--- config.mk ---
export PLATFORM = sky130hd
export DESIGN_NAME = pipelined_adder
export DESIGN_NICKNAME = d
export VERILOG_FILES = /design/src/rtl/adder_pkg.sv /design/src/rtl/adder_chunk.sv /design/src/rtl/pipelined_adder.sv
export SDC_FILE = /design/constraint.sdc
export NUM_CORES = 1
export LEC_CHECK = 0
export CORE_UTILIZATION = 51
export CTS_CLUSTER_DIAMETER = 50
export DETAILED_ROUTE_END_ITERATION = 10
export HOLD_SLACK_MARGIN = 0.03
export PLACE_DENSITY = 0.83
export SKIP_CTS_REPAIR_TIMING = 1
export SLEW_MARGIN = 20
export SYNTH_ARGS = -nofsm -noshare
export SYNTH_HDL_FRONTEND = slang
export SYNTH_HIERARCHICAL = 1
export SYNTH_SLANG_ARGS = --single-unit
--- constraint.sdc ---
create_clock -name clk -period 5.6 [get_ports clk]
set_clock_uncertainty 0.15 [all_clocks]
set_input_delay 0.56 -clock clk [delete_from_list [all_inputs] [get_ports clk]]
set_output_delay 0.56 -clock clk [all_outputs]
set_load 0.005 [all_outputs]
--- src/rtl/adder_pkg.sv ---
// adder_pkg: shared definitions for the pipelined add/subtract unit.
//   OP_ADD / OP_SUB : encoding of the 'sub' input.
//   chunk_w()       : bits resolved per pipeline stage.
//   stage_rec_t     : stage record layout (valid, carry, carry into chunk MSB,
//                     partial sum, remaining operand bits) at the default
//                     32-bit width. The RTL uses the same field order sized to
//                     its own WIDTH parameter.
package adder_pkg;

    localparam logic OP_ADD = 1'b0;
    localparam logic OP_SUB = 1'b1;

    localparam int REC_WIDTH = 32;

    function automatic int chunk_w(input int width, input int stages);
        return width / stages;
    endfunction

    typedef struct packed {
        logic                 valid;
        logic                 carry;
        logic                 cmsb;
        logic [REC_WIDTH-1:0] psum;
        logic [REC_WIDTH-1:0] a_rem;
        logic [REC_WIDTH-1:0] b_rem;
    } stage_rec_t;

endpackage

--- src/rtl/adder_chunk.sv ---
// adder_chunk: purely combinational CW-bit ripple of full-adder cells.
//   a, b  : chunk operands
//   cin   : carry into bit 0
//   s     : chunk sum
//   cout  : carry out of the chunk MSB
//   cmsb  : carry into the chunk MSB (used for signed overflow on the top chunk)
module adder_chunk #(
    parameter int CW = 8
) (
    input  logic [CW-1:0] a,
    input  logic [CW-1:0] b,
    input  logic          cin,
    output logic [CW-1:0] s,
    output logic          cout,
    output logic          cmsb
);

    logic [CW:0] c;

    assign c[0] = cin;

    for (genvar j = 0; j < CW; j++) begin : g_fa
        assign s[j]   = a[j] ^ b[j] ^ c[j];
        assign c[j+1] = (a[j] & b[j]) | ((a[j] ^ b[j]) & c[j]);
    end

    assign cout = c[CW];
    assign cmsb = c[CW-1];

endmodule

--- src/rtl/pipelined_adder.sv ---
// pipelined_adder: STAGES-deep pipelined two's-complement add/subtract.
//   clk, rst          : rising-edge clock, synchronous active-high reset
//   in_valid/in_ready : input beat handshake (a, b, cin, sub)
//   out_valid/out_ready : result handshake (sum, cout, ovf)
//   sum  : a+b+cin or a-b, modulo 2^WIDTH
//   cout : carry out of MSB (for subtract, 1 = no borrow)
//   ovf  : signed overflow
// Handshake: a beat transfers on a rising edge where valid and ready are both
// high; the sender holds its beat stable until then. The whole pipeline moves
// together: it advances when the output slot is empty or being consumed, and
// in_ready is exactly that advance condition.
// Stage register i holds the result of chunk i, the carry out of that chunk,
// all lower sum chunks already resolved, and the operands (b pre-inverted for
// subtract) so that upper chunks are available to later stages.
module pipelined_adder
    import adder_pkg::*;
#(
    parameter int WIDTH  = 32,
    parameter int STAGES = 4
) (
    input  logic             clk,
    input  logic             rst,
    input  logic             in_valid,
    output logic             in_ready,
    input  logic [WIDTH-1:0] a,
    input  logic [WIDTH-1:0] b,
    input  logic             cin,
    input  logic             sub,
    output logic             out_valid,
    input  logic             out_ready,
    output logic [WIDTH-1:0] sum,
    output logic             cout,
    output logic             ovf
);

    localparam int C = chunk_w(WIDTH, STAGES);

    if (WIDTH < 1 || STAGES < 1 || STAGES > WIDTH || (WIDTH % STAGES) != 0) begin : g_bad_params
        $error("pipelined_adder: need 1 <= STAGES <= WIDTH and WIDTH %% STAGES == 0");
    end

    typedef struct packed {
        logic             valid;
        logic             carry;
        logic             cmsb;
        logic [WIDTH-1:0] psum;
        logic [WIDTH-1:0] a_rem;
        logic [WIDTH-1:0] b_rem;
    } stage_t;

    stage_t st [STAGES];
    stage_t nx [STAGES];

    logic             adv;
    logic [WIDTH-1:0] bx;
    logic             c0;

    assign bx = (sub == OP_SUB) ? ~b : b;
    assign c0 = (sub == OP_SUB) ? 1'b1 : cin;

    assign out_valid = st[STAGES-1].valid;
    assign adv       = out_ready | ~out_valid;
    assign in_ready  = adv;

    for (genvar i = 0; i < STAGES; i++) begin : g_stage
        logic [C-1:0]     ca;
        logic [C-1:0]     cb;
        logic [C-1:0]     cs;
        logic             ci;
        logic             co;
        logic             cm;
        logic             vld;
        logic [WIDTH-1:0] ps_in;
        logic [WIDTH-1:0] ps;
        logic [WIDTH-1:0] ar;
        logic [WIDTH-1:0] br;

        if (i == 0) begin : g_first
            assign ca    = a[C-1:0];
            assign cb    = bx[C-1:0];
            assign ci    = c0;
            assign vld   = in_valid;
            assign ps_in = '0;
            assign ar    = a;
            assign br    = bx;
        end else begin : g_next
            assign ca    = st[i-1].a_rem[i*C +: C];
            assign cb    = st[i-1].b_rem[i*C +: C];
            assign ci    = st[i-1].carry;
            assign vld   = st[i-1].valid;
            assign ps_in = st[i-1].psum;
            assign ar    = st[i-1].a_rem;
            assign br    = st[i-1].b_rem;
        end

        adder_chunk #(.CW(C)) u_chunk (
            .a    (ca),
            .b    (cb),
            .cin  (ci),
            .s    (cs),
            .cout (co),
            .cmsb (cm)
        );

        always_comb begin
            ps          = ps_in;
            ps[i*C +: C] = cs;
        end

        assign nx[i] = '{valid: vld, carry: co, cmsb: cm, psum: ps, a_rem: ar, b_rem: br};
    end

    always_ff @(posedge clk) begin
        if (rst) begin
            for (int i = 0; i < STAGES; i++) begin
                st[i] <= '0;
            end
        end else if (adv) begin
            for (int i = 0; i < STAGES; i++) begin
                st[i] <= nx[i];
            end
        end
    end

    assign sum  = st[STAGES-1].psum;
    assign cout = st[STAGES-1].carry;
    assign ovf  = st[STAGES-1].cmsb ^ st[STAGES-1].carry;

endmodule
# Word level (Yosys, flattened, before mapping)
# Memories as Yosys holds them, arrays and structs flattened.
# Index checks and enable logic that the tools add are counted.
totals:
  regBits: 0
  ramBits: 396
  input_bits: 70
  out_inout_bits: 36
  wordCells: 180
  mem_count: 1
classes:
  muxes: 11
  bitwise_logic: 168
memory_table:
  columns: ["name", "words", "width", "rd", "rd_clocked_by_memory_dff", "write_ports", "line", "rtl"]
  rows:
  - ["st", 4, 99, 4, 0, 4, "pipelined_adder.sv:51", "stage_t st [STAGES];"]
ops:
  columns: ["operator", "count"]
  rows:
  - ["$mux 99", 4]
  - ["$xor 1x1->1", 65]
  - ["$and 1x1->1", 64]
  - ["$or 1x1->1", 37]
  - ["$mux 32", 1]
  - ["$not 32->32", 1]
  - ["$mux 1", 6]
  - ["$not 1->1", 1]

# Longest topological paths before layout
logic_depth:
  ltp_word: 20
  depth_mapped: 16

# By module
# Netlist, hierarchy kept.
by_module_without_submodules:
  columns: ["module", "instances", "cells_per_inst", "area_each_um2"]
  rows:
  - ["pipelined_adder", 1, 485, 8433.1]
  - ["adder_chunk", 4, 18, 197.7]

# Least setup slack after synthesis
# OpenSTA, ideal clock, no wires.
synth_path:
  path_kind: "input port to flip-flop"
  start: "input rst"
  end: "memory st[0][100] in the netlist's numbering (enable)"
  t_arrival_ns: 5.378
  required_time_ns: 4.871
  slack_ns: -0.507
  cell_stages: 3
  path_cell_list: "buf_2 > buf_2 > nand2b_1"
synth_rtl:
  columns: ["item", "line", "rtl"]
  rows:
  - ["start: declaration", "pipelined_adder.sv:22", "input logic rst,"]
  - ["end: declaration", "pipelined_adder.sv:51", null]

==> summary.md <==
| Metric | Value |
|---|---|
| Num CTS Buffers | 17 |
| Critical path's slowest cell | fa_1 |
| Via Count | 4270 |
| Required @ worst endpoint | 5.59 ns |
| Post-detail-place hpwl | 7950 um |
| Vias in the first global route | 4409 |
| Die width | 136 um |
| Placement-stage cell area | 10000 um^2 |
| Total power | 3.12 mW |
| Power share of the sequential group | 53.3% |
| DRT iter0 DRCs | 305 |
| Syn Nets | 659 |
| CTS sink count | 185 |
| Clock-pin slew on the worst setup and hold paths | 0.07 ns |
| Unrepaired setup endpoints after global routing | false |
| Post-synthesis sequential area ratio | 60.2% |
| Initial core utilization | 52.8% |
| Final Max Tran Viols | 0 |
| P per Cell Area | 294 nW/um^2 |
| WS Path Type | in2reg |
| Largest Register | st |
| WP buf/inv | 5 |
| Clock Latency Late Sink | 0.42 ns |
| Sw power | 0.655 mW |
| Router iterations before antenna repair | 7 |
| Layout Nets | 711 |
| Post-synthesis cell area | 9220 um^2 |
| GRT Total Usage | 15.6% |
| # DRC | 0 |
| Worst relative slew slack | 26.4% |
| Crit end category | register |
| Clock Power Share | 36.8% |
| Crit path max-delay family | adder cells |
| Final setup vio count | 0 |
| Maximum VDD drop | 0.216 mV |
| Data arrival, critical path | 4.29 ns |
| Hold Fails Final Rpt | 0 |
| Most common cell on crit path | fa_1 |
| Status | finished clean |
| Hold WS | 0.412 ns |
| Core footprint | 17500 um^2 |
| Max reg flops | 185 |
| Fmax | 232 MHz |
| CP cell instances | clkdlybuf4s50_1, or2_2, inv_1, fa_1, inv_1, fa_1, fa_1, fa_1, fa_1, fa_1, inv_1, fa_1, inv_1, fa_1, nor3b_2 |
| Syn Area/Cell | 16.6 um^2 |
| Worst slack at placement | 0.875 ns |
| Synth warnings | 6 |
| Top flop regs | st x185 |
| # fillers | 1265 |
| XOR/XNOR Fraction of Synth Area | 3.13% |
| Die ar. | 18600 um^2 |
| Post-route ant nets | 0 |
| Post-Synthesis Cells | 557 |
| Static Leak | 4.05 nW |
| Wirelength, routed | 13800 um |
| Wire length per cell | 16.2 um |
| Share of layout cells above drive strength 1 | 26.7% |
| CTS Root Cell | clkbuf_16 |
| Flops & latches, synth | 185 |
| Via density | 5.04 |
| Post-route worst setup slack | 1.30 ns |
| GRT Residual Overflow | 0 |
| Biggest cell delay along the critical path | 0.42 ns |
| H-Tree Depth | 4 |
| Synth-to-layout area growth | 15.1% |
| Largest family of logic cells by synthesized area | simple AND/OR/NAND/NOR gates |
| Final instance area | 10600 um^2 |
| Period minus WS final | 4.30 ns |
| CP Launch Type | input pin |
| Adder-Cell Fraction of Synth Area | 6.95% |
| Worst slew pin tran | 1.10 ns |
| Max Cap Viol | 0 |
| CTS tree | done |
| Routability cong. | 0.757 |
| Fin crit share | 76.8% |
| CP Max Fanout | 1 |
| FP Rows | 48 |
| Synth Area in Compound Gates | 0% |
| Pin count of the biggest net entering global routing | 114 |
| Initial antenna violation count | 0 |
| Aggregate negative setup slack | 0 ns |
| Pint | 2.47 mW |
| Overall die height | 136 um |
| First-pass GRT wire length | 21900 um |
| Hold crit path type | reg2reg |
| Clk buf depth | 2 |
| Buffers on Ports | 105 |
| Post-synth cell types | 18 |
| Mux contribution to synthesized area | 0% |
| Simple-gate share of the synthesized area | 21.6% |
| Sw frac | 21.0% |
| Io pins | 106 |
| Combinational share of power | 9.9% |
==> final timing paths <==
path | cells past startpoint | slack, ns | end | startpoint
max reg2reg | 13 | 1.61 | st[0][154] | st[0][73]
min reg2reg | 1 | 0.41 | st[0][244] | st[0][145]
max | 15 | 1.30 | st[0][71] | cin
min | 1 | 0.41 | st[0][244] | st[0][145]
==> logic make-up (layout without fill, tap and decap cells) <==
logic type                 after synthesis  after routing
buffers and inverters                  119            184
DFF                                    185            185
adders and majority gates               32             32
xor gates and xnor gates                33             33
and+or+nand+nor                        188            188
other                                    0              1
==> power by group through the flow <==
stage	combinational [mW]	sequential, mW	clock (mW)
after global routing	0.342	1.67	1.23
final	0.309	1.66	1.15
after CTS	0.315	1.67	1.18
after detailed placement	0.310	1.70	0
after floorplan	0.220	1.68	0
after global placement	0.298	1.69	0
==> layer usage <==
metal	track usage [%]	part of all wire [%]	wire [um]
met1	19.3	43	5980
met2	26.5	51	6980
met3	4.74	4.9	677
met4	4.44	0.89	123
met5	0	0	0
==> final cells by class <==
class | instances | area [um^2] | area share, %
clock buffer | 19 | 433 | 4.08
antenna | 1 | 2.50 | 0.0236
timing repair buffer | 111 | 1120 | 10.6
multi-input combinational | 253 | 2940 | 27.7
inverter | 41 | 154 | 1.45
sequential | 185 | 5560 | 52.3
clock inverter | 13 | 129 | 1.21
tap | 225 | 282 | 2.65
==> synthesized netlist by cell type <==
cell,n,area (um^2)
nand2b_1,1,6.26
clkbuf_4,1,7.51
buf_8,1,15.0
buf_6,17,191
nor3b_1,51,383
nor3b_2,110,1380
buf_4,35,263
or2_2,1,6.26
buf_2,20,100
clkbuf_1,4,15.0
nor3_2,19,190
nor2b_1,1,6.26
fa_1,32,641
inv_1,41,154
xor2_1,9,78.8
nor3_1,5,25.0
edfxtp_1,185,5560
xnor2_1,24,210
==> layout by cell type (no fill, tap or decap) <==
| cell type | n |
|---|---|
| clkdlybuf4s50_1 | 103 |
| edfxtp_1 | 185 |
| clkbuf_16 | 17 |
| clkbuf_1 | 2 |
| clkinv_2 | 1 |
| nor3b_2 | 110 |
| inv_1 | 41 |
| nor3_1 | 5 |
| nand2b_4 | 1 |
| nor3_2 | 19 |
| buf_2 | 1 |
| buf_12 | 2 |
| bufinv_16 | 2 |
| clkinvlp_4 | 3 |
| xnor2_1 | 24 |
| nor2b_4 | 1 |
| diode_2 | 1 |
| inv_6 | 1 |
| xor2_1 | 9 |
| fa_1 | 32 |
| clkbuf_8 | 1 |
| clkinv_1 | 4 |
| nor3b_1 | 51 |
| clkinv_4 | 2 |
| or2_2 | 1 |
| buf_4 | 4 |
==> per-stage QoR <==
stage          std cells  utilization, %
3_5_place_dp         815            57.5
2_1_floorplan        557               -
5_1_grt              847            60.7
6_report             848            60.7
4_1_cts              847            60.7
3_3_place_gp         815            57.5
No activity file was read; power rests on OpenSTA's default activity.
